### config.mk
export PLATFORM = sky130hd
export DESIGN_NAME = clock_switcher_n
export DESIGN_NICKNAME = d
export VERILOG_FILES = /design/src/rtl/clock_switcher_pkg.sv /design/src/rtl/clock_switcher_chain.sv /design/src/rtl/clock_switcher_n.sv
export SDC_FILE = /design/constraint.sdc
export NUM_CORES = 1
export LEC_CHECK = 0
export CAP_MARGIN = 15
export CORE_MARGIN = 8
export CORE_UTILIZATION = 44
export CTS_CLUSTER_SIZE = 30
export DETAILED_ROUTE_END_ITERATION = 8
export GPL_TIMING_DRIVEN = 0
export PLACE_DENSITY = 0.72
export SLEW_MARGIN = 20
export SYNTH_ARGS = -nofsm -noshare
export SYNTH_HDL_FRONTEND = slang
export SYNTH_SLANG_ARGS = --single-unit
### constraint.sdc
create_clock -name clk_in -period 1.3 [get_ports clk_in]
set_input_delay 0.26 -clock clk_in [delete_from_list [all_inputs] [get_ports clk_in]]
set_output_delay 0.26 -clock clk_in [all_outputs]
set_load 0.01 [all_outputs]
### src/rtl/clock_switcher_pkg.sv
// Shared types and helpers for the glitch-free N-input clock switcher.
package clock_switcher_pkg;

    // Largest number of source clocks a switcher instance may multiplex.
    localparam int unsigned MAX_CLKS = 16;

    // Control FSM states: waiting for the reset clock, idle, switch in flight.
    typedef enum logic [1:0] {
        StInit   = 2'd0,
        StIdle   = 2'd1,
        StSwitch = 2'd2
    } sw_state_e;

    // One-hot vector with bit idx set; all zero when idx is not below n.
    function automatic logic [MAX_CLKS-1:0] onehot(input int unsigned idx,
                                                   input int unsigned n);
        logic [MAX_CLKS-1:0] r;
        r = '0;
        for (int unsigned k = 0; k < MAX_CLKS; k++) begin
            r[k] = (k == idx) && (k < n);
        end
        return r;
    endfunction

endpackage

### src/rtl/clock_switcher_chain.sv
// Negedge synchronizer chain producing one clock-gate enable. Updates only while
// the source clock is low so the enable never changes under a high phase.
module clock_switcher_chain #(
    parameter int unsigned SYNC_STAGES = 2
) (
    input  logic clk,
    input  logic reset,
    input  logic d,
    output logic q
);

    logic [SYNC_STAGES-1:0] stage_q;
    logic [SYNC_STAGES-1:0] stage_d;

    // Shift the request one stage deeper on every falling source edge.
    always_comb begin
        stage_d    = '0;
        stage_d[0] = d;
        for (int unsigned i = 1; i < SYNC_STAGES; i++) begin
            stage_d[i] = stage_q[i-1];
        end
    end

    // Chain flops: falling-edge clocked, cleared asynchronously so the gate
    // shuts immediately on reset.
    always_ff @(negedge clk or posedge reset) begin
        if (reset) begin
            stage_q <= '0;
        end else begin
            stage_q <= stage_d;
        end
    end

    // Last stage is the gate enable.
    always_comb begin
        q = stage_q[SYNC_STAGES-1];
    end

endmodule

### src/rtl/clock_switcher_n.sv
// Glitch-free N-input clock multiplexer with a val/rdy switch handshake.
// Control logic runs on the generated clock, so it is frozen during the gap.
module clock_switcher_n
    import clock_switcher_pkg::*;
#(
    parameter int unsigned NUM_CLKS    = 4,
    parameter int unsigned SEL_W       = $clog2(NUM_CLKS),
    parameter int unsigned SYNC_STAGES = 2,
    parameter int unsigned RESET_SEL   = 0
) (
    output logic                clk_out,
    input  logic                reset,
    input  logic [NUM_CLKS-1:0] clk_in,
    input  logic                switch_val,
    output logic                switch_rdy,
    input  logic [SEL_W-1:0]    switch_msg,
    output logic [SEL_W-1:0]    cur_sel,
    output logic                switch_err
);

    localparam logic [SEL_W-1:0] ResetSelIdx = SEL_W'(RESET_SEL);

    logic [NUM_CLKS-1:0] en_last;
    logic [NUM_CLKS-1:0] chain_d;
    logic                en_is_sel;
    logic                en_is_reset;

    sw_state_e        state_q,   state_d;
    logic [SEL_W-1:0] sel_q,     sel_d;
    logic [SEL_W-1:0] cur_sel_q, cur_sel_d;
    logic             rdy_q,     rdy_d;
    logic             err_q,     err_d;

    // Chain i requests its clock only when selected and every other gate is
    // shut; this feedback is what keeps at most one enable high.
    always_comb begin
        chain_d = '0;
        for (int unsigned i = 0; i < NUM_CLKS; i++) begin
            chain_d[i] = (32'(sel_q) == i) &&
                         ((en_last & ~(NUM_CLKS'(1) << i)) == '0);
        end
    end

    // One synchronizer chain per source, clocked by that source.
    for (genvar g = 0; g < NUM_CLKS; g++) begin : g_chain
        clock_switcher_chain #(
            .SYNC_STAGES (SYNC_STAGES)
        ) u_chain (
            .clk   (clk_in[g]),
            .reset (reset),
            .d     (chain_d[g]),
            .q     (en_last[g])
        );
    end

    // Clock path: pure AND-OR of sources and their enables, nothing else.
    always_comb begin
        clk_out = |(clk_in & en_last);
    end

    // Decode whether the live enable matches the selected or reset source.
    always_comb begin
        en_is_sel   = (MAX_CLKS'(en_last) == onehot(32'(sel_q), NUM_CLKS));
        en_is_reset = (MAX_CLKS'(en_last) == onehot(RESET_SEL, NUM_CLKS));
    end

    // Handshake FSM next state; rdy/err/cur_sel are registered outputs.
    always_comb begin
        state_d   = state_q;
        sel_d     = sel_q;
        cur_sel_d = cur_sel_q;
        rdy_d     = rdy_q;
        err_d     = 1'b0;
        unique case (state_q)
            StInit: begin
                if (en_is_reset) begin
                    state_d = StIdle;
                    rdy_d   = 1'b1;
                end
            end
            StIdle: begin
                if (switch_val && rdy_q) begin
                    if (32'(switch_msg) >= NUM_CLKS) begin
                        err_d = 1'b1;
                    end else if (switch_msg != cur_sel_q) begin
                        sel_d   = switch_msg;
                        state_d = StSwitch;
                        rdy_d   = 1'b0;
                    end
                end
            end
            StSwitch: begin
                // Any edge here comes from either the old or the new source;
                // only a new-source edge completes the switch.
                if (en_is_sel) begin
                    cur_sel_d = sel_q;
                    state_d   = StIdle;
                    rdy_d     = 1'b1;
                end
            end
            default: begin
                state_d = StInit;
                rdy_d   = 1'b0;
            end
        endcase
    end

    // Control state, clocked by the generated clock.
    always_ff @(posedge clk_out or posedge reset) begin
        if (reset) begin
            state_q   <= StInit;
            sel_q     <= ResetSelIdx;
            cur_sel_q <= ResetSelIdx;
            rdy_q     <= 1'b0;
            err_q     <= 1'b0;
        end else begin
            state_q   <= state_d;
            sel_q     <= sel_d;
            cur_sel_q <= cur_sel_d;
            rdy_q     <= rdy_d;
            err_q     <= err_d;
        end
    end

    // Drive handshake and status outputs straight from their registers.
    always_comb begin
        switch_rdy = rdy_q;
        cur_sel    = cur_sel_q;
        switch_err = err_q;
    end

endmodule

==> key figures, run 1 <==
Run status
  • Outcome: finished, violations left
  • Violated checks: negative setup slack

Floorplanning
  • Die Ht: 56.2 um
  • Starting Density: roughly 47%
  • Die area: 0.00315 mm2
  • Floorplan core area: approximately 0.0015 mm2
  • FP Rows: 14
  • Die W: 56.2 um
  • # IOs: 13

Route
  • Post-DR wirelength/cell: approximately 23 um
  • DR DRC count: 0
  • Final WL: 3230 um
  • DR pass1 iterations: 4
  • DRT iter0 DRCs: roughly 100
  • Vias per cell: just over 6
  • DR vias: 860
  • Antenna viol nets, final: 0

Global route
  • Gr ovfl total: 0
  • Initial antenna violation count: 0
  • Number of global-route vias before repair: between 900 and 1000
  • Global-route wire length before repair: 4910 um
  • Total GRT Usage: between 20% and 30%
  • Pin count of the biggest net entering global routing: 10

Synth
  • Post-synth cell types: 29
  • Most common library cells after synthesis: dfrtn_1 (8), dfrtp_1 (7), inv_1 (4)
  • Synthesis-stage register bit count: 15
  • Syn avg cell area: approximately 12 um2
  • YS warnings: 0
  • Seq/Total Area, Yosys: approximately 53%
  • Main synth FF type: dfrtn_1
  • Most frequent cell after synthesis: dfrtn_1
  • FFs w/ async S/R, synth: between 90% and 100%
  • Area contributors post-synth: dfrtn_1 (28%), dfrtp_1 (25%), mux2_4 (4.2%)
  • Area leader, netlist: dfrtn_1
  • Syn_nets: 65
  • Post-synthesis cell area: roughly 710 um2
  • Mapped Cells: 57
  • Number of enable flip-flop cells after synthesis: 0
  • Post-synth top area share: approximately 28%

Worst setup path
  • Req. time, crit path: between 1 and 1.5 ns
  • CP most frequent cell: buf_6
  • CP max-delay cell: dfrtn_1
  • CP top delay family: flip-flops
  • Critical path cell sequence: a22oi_2, nand2_2, buf_6, buf_6
  • Kind of end point of the critical path: output pin
  • WP buf/inv: 2
  • Crit-path max FO: 2
  • CP max stage delay: roughly 0.36 ns
  • Signal arrival time at the worst endpoint: around 2.4 ns
  • Crit Path Class: flip-flop to output pin
  • Critical path startpoint category: flip-flop

Layout
  • Area delta synth->final: 88.7%
  • Fin nets: 131
  • Proportion of layout cells with a drive suffix above 1: 67.2%
  • # diodes: 0
  • Final Instance Area: between 0.001 and 0.0015 mm2

STA
  • Clk_skew: ~0.66 ns
  • Post-route setup slack: -1.37 ns
  • RSZ-0062 raised after global routing: yes
  • Final Setup Violations: 15
  • Slew Limit Fails: 0
  • Hold Vio Cnt, Final: 0
  • Fin Hold WS: 0.182 ns

Placement
  • RePlAce Congestion: around 0.81
  • Post-placement cell area: just over 800 um2
  • Port Buffers: 8

Run
  • Max_cap viols: 0

Hold path
  • Worst hold path class: input port to flip-flop

CTS
  • Clk Latency, worst-skew pair: 1.02 ns
  • TritonCTS clock tree: done
  • Clock slew at the register clock pins of the worst setup and hold paths: ~0.06 ns

Power and ir drop
  • Leak Pwr: 0.663 nW
  • PD cells: roughly 3400 mW/mm2
  • Worst VDD drop: 2.25 mV
registers in the layout (all words and copies together), names as in the netlist:
signal and count:
g_chain.u_chain.stage_q 8, cur_sel 2, sel_q 2, state_q 2
switch_rdy 1
tightest hold or removal path: cells and delay by family:
family,cells,cell delay [ns]
muxes,1,0.20
buffers and inverters,1,0.43
AOI/OAI and AO/OA,1,0.20
and+or+nand+nor,1,0.08
cells in the final DEF (no fill, tap or decap), types with 2 or more instances in the layout:
cell type        instances
clkbuf_4                32
buf_4                   16
buf_6                    9
dfrtn_1                  8
dfrtp_1                  6
mux2_4                   4
clkdlybuf4s50_1          4
inv_1                    3
dlygate4sd3_1            3
buf_2                    3
o211ai_1                 2
and3b_1                  2
o21ai_2                  2
a21oi_1                  2
nand2_1                  2
nor4_4                   2
where the power goes:
| group | switching, mW | total (mW) | internal (mW) |
|---|---|---|---|
| clock network | 0.693 | 2.09 | 1.40 |
| logic | 0.715 | 1.53 | 0.810 |
| registers | 0.206 | 0.931 | 0.725 |
| total | 1.61 | 4.55 | 2.93 |
area by class of cell:
class                   instances  area (um2)
fillers                        68         168
multi-input cells              35         374
well taps                      16        20.0
clock buffers                  37         282
inverters                       4        17.5
plain buffers                   2        18.8
flip-flops and latches         15         377
repair buffers                 29         250
path summary, 6_finish.rpt:
check / startpoint / endpoint / slack (ns) / cells after the start
setup / recovery: g_chain[0].u_chain.stage_q[1] / clk_out / -1.37 / 4
hold / removal: switch_val / sel_q[1] / 0.18 / 4
setup reg to reg: g_chain[0].u_chain.stage_q[1] / cur_sel[0] / -1.01 / 7
hold reg to reg: g_chain[3].u_chain.stage_q[1] / g_chain[0].u_chain.stage_q[0] / 0.20 / 2
max in group asynchronous: reset / g_chain[2].u_chain.stage_q[1] / 0.31 / 2
min in group asynchronous: reset / g_chain[0].u_chain.stage_q[1] / 0.20 / 2
timing repair:
| item | in CTS | in global routing |
|---|---|---|
| pin swaps | 6 | 7 |
| endpoints found under the setup margin | 15 | 15 |
| hold buffers | 1 | 2 |
| buffers inserted | 12 | 11 |
| resized for setup | 31 | 12 |
| hold endpoints to repair | 7 | 2 |
cells by family after synthesis:
group | Yosys count | share of synthesized area [%]
simple gates | 17 | 18.0
flops | 15 | 52.9
compound gates | 11 | 12.3
buf+inv | 7 | 6.35
mux | 4 | 7.41
xor+xnor | 2 | 2.47
other cells | 1 | 0.529
metrics by stage:
stage / util (%) / setup TNS (ns) / std cells / setup slack (ns) / power [mW]
2_1_floorplan: - / -4.19 / 57 / -0.728 / 1.56
3_3_place_gp: 54.3 / -8.77 / 81 / -0.863 / 1.84
3_5_place_dp: 54.3 / -8.95 / 81 / -0.853 / 1.85
4_1_cts: 80.6 / -9.60 / 128 / -1.37 / 4.01
5_1_grt: 88.9 / -11.66 / 138 / -1.43 / 4.77
6_report: 88.9 / -11.10 / 138 / -1.37 / 4.55
routing by layer:
metal	track usage [%]	wire length, um	up-vias
met3	14.2	404	38
met2	25.4	1370	91
met5	0	0	-
li1	-	-	332
met4	19.2	291	0
met1	20.8	1160	399
(Power assumes the default switching activity.)
==> inputs of run 2 (changes only) <==
--- a/config.mk
+++ b/config.mk
@@ -10,7 +10,6 @@
 export CORE_UTILIZATION = 44
 export CTS_CLUSTER_SIZE = 30
 export DETAILED_ROUTE_END_ITERATION = 8
-export GPL_TIMING_DRIVEN = 0
 export PLACE_DENSITY = 0.72
 export SLEW_MARGIN = 20
 export SYNTH_ARGS = -nofsm -noshare
==> run 2 against run 1 <==
  * The run still ends with negative setup slack left
  * Global-route usage up 3.1 points
  * Hold slack got worse by 0.041 ns
  * Clock power shrank 3%
  * Largest cell class is now multi-input gates
==> key figures, run 2 (synthesized netlist as in run 1, its figures left out) <==
Worst setup path
  • CP Capture Point: clk_out
  • CP max stage delay: 0.35 ns (about the same)
  • WP buf/inv: 2 (unchanged)
  • Critical path startpoint category: flip-flop
  • CP most frequent cell: buf_6
  • Setup crit start: g_chain[0].u_chain.stage_q[1]
  • Signal arrival time at the worst endpoint: 2.44 ns (+0.03 ns)
  • R2R depth: 6 (-1)
  • Critical Path Stages: 4 (unchanged)
  • Kind of end point of the critical path: output pin
  • Critical path cell sequence: a22oi_2, nand2_2, buf_6, buf_6
  • Reg2reg end: cur_sel[1]
  • R2r startpoint: g_chain[0].u_chain.stage_q[1]
  • Crit-path max FO: 2 (unchanged)
  • Crit Path Class: flip-flop to output pin
  • Req. time, crit path: 1.04 ns (about the same)
  • Worst R2R Setup Slack: -1.09 ns (-0.08 ns)
  • CP max-delay cell: dfrtn_1
  • CP top delay family: flip-flops

Layout
  • Fin nets: 140 (+6.9%)
  • Most frequent cells in the layout: clkbuf_4 (32), buf_4 (25), buf_6 (12), dfrtn_1 (8), dfrtp_1 (7)
  • # diodes: 0 (unchanged)
  • Proportion of layout cells with a drive suffix above 1: 70.2% (+3.0 points)
  • Fillers: 32 (-53%)
  • Area delta synth->final: 102%
  • Max reg flops: 8 (unchanged)
  • Top reg by flops: g_chain.u_chain.stage_q
  • Most common cell after layout, fill and taps aside: clkbuf_4

Floorplanning
  • Die area: 0.00315 mm2 (unchanged)
  • Starting Density: 47.1% (unchanged)
  • Die W: 56.2 um (unchanged)
  • Floorplan core area: 0.00151 mm2 (unchanged)
  • Die Ht: 56.2 um (unchanged)
  • # IOs: 13 (unchanged)
  • FP Rows: 14 (unchanged)

Route
  • DR DRC count: 0 (unchanged)
  • DR pass1 iterations: 6 (+2)
  • Highest Signal Layer: met4
  • WL met2: 1560 um (+14%)
  • DR vias: 933 (+8.5%)
  • WL met1: 1120 um (-3.3%)
  • Vias per cell: 6.35 (+1.8%)
  • Final WL: 3650 um (+13%)
  • Post-DR wirelength/cell: 24.8 um (+6.2%)
  • Met3 WL: 591 um (+46%)
  • DRT iter0 DRCs: 115 (+13%)
  • Antenna viol nets, final: 0 (unchanged)

Power and ir drop
  • Worst VDD drop: 2.98 mV (+32%)
  • PD cells: 3330 mW/mm2 (-2.0%)
  • Pwr Total: 4.77 mW (+4.8%)
  • Leak Pwr: 0.723 nW (+9.1%)

STA
  • Post-route setup slack: -1.40 ns (-0.0282 ns)
  • Hold Vio Cnt, Final: 0 (unchanged)
  • Slew Limit Fails: 0 (unchanged)
  • Final Setup Violations: 15 (unchanged)
  • RSZ-0062 raised after global routing: yes
  • Clk_skew: 0.517 ns (-0.140 ns)
  • Fin Hold WS: 0.141 ns (-0.0408 ns)

CTS
  • Clock slew at the register clock pins of the worst setup and hold paths: 0.06 ns (about the same)
  • TritonCTS clock tree: done
  • Clk Latency, worst-skew pair: 0.87 ns (-0.15 ns)

Run
  • Max_cap viols: 0 (unchanged)

Placement
  • RePlAce Congestion: 0.779 (-3.3%)
  • DPL Wire Length: approximately 1300 um
  • Port Buffers: 8 (unchanged)

Global route
  • Initial antenna violation count: 0 (unchanged)
  • Number of global-route vias before repair: 1088 (+11%)
  • Pin count of the biggest net entering global routing: 10 (unchanged)
  • Global-route wire length before repair: 5640 um (+15%)
  • Gr ovfl total: 0 (unchanged)
  • Total GRT Usage: 23.2% (+3.1 points)

Run status
  • Outcome: finished, violations left
  • Violated checks: negative setup slack

Hold path
  • Worst hold path class: input port to flip-flop
[run 2: cell type report]
cell class	instances	area, um2	share of cell area (%)
clock buffer	35	267	18.6
tap	16	20.0	1.40
timing repair buffer	42	375	26.2
multi-input combinational	35	379	26.5
inverter	4	15.0	1.05
sequential	15	375	26.2
[run 2: routing by layer]
metal | track usage (%) | vias up
met4 | 25.4 | 0
met3 | 20.8 | 50
met2 | 28.4 | 115
met1 | 21.1 | 416
li1 | - | 352
met5 | 0 | -
[run 2: worst reg2reg max path: cells and delay by family (launching register included)]
kind,cells,cell delay [ns]
compound gates,2,0.37
buf+inv,2,0.23
flops,1,0.42
mux,1,0.30
simple gates,1,0.23
[run 2: power by group]
| part | internal (mW) | switching (mW) |
|---|---|---|
| clock network | 1.31 | 0.704 |
| registers | 0.722 | 0.203 |
| logic | 1.01 | 0.810 |
| total | 3.05 | 1.72 |
[run 2: timing repair]
action | 4_1_cts | 5_1_grt
hold buffers | 1 | 0
resized for setup | 37 | 7
endpoints found under the hold margin | 7 | 0
pin swaps | 7 | 6
setup buffers | 11 | 4
endpoints found under the setup margin | 15 | 15
[run 2: worst min-delay path by stage]
stage | from | to | slack, ns | depth (start not counted)
after floorplan | reset | cur_sel[0] | 0.16 | 1
after global placement | g_chain[0].u_chain.stage_q[0] | g_chain[0].u_chain.stage_q[1] | 0.29 | 0
after detailed placement | g_chain[3].u_chain.stage_q[0] | g_chain[3].u_chain.stage_q[1] | 0.30 | 0
after CTS | switch_msg[0] | sel_q[0] | 0.15 | 2
after global routing | switch_msg[0] | sel_q[0] | 0.15 | 2
final | switch_msg[0] | sel_q[0] | 0.14 | 2
[run 2: through the flow]
stage / setup TNS, ns / utilization (%) / area [um2] / std cells / setup WS, ns
after floorplan: -4.19 / - / 718 / 57 / -0.728
final: -11.04 / 95.0 / 1430 / 147 / -1.40
after CTS: -9.51 / 91.7 / 1380 / 143 / -1.43
after detailed placement: -6.36 / 63.1 / 951 / 98 / -0.829
after global routing: -11.40 / 95.0 / 1430 / 147 / -1.42
after global placement: -6.17 / 63.1 / 951 / 98 / -0.788
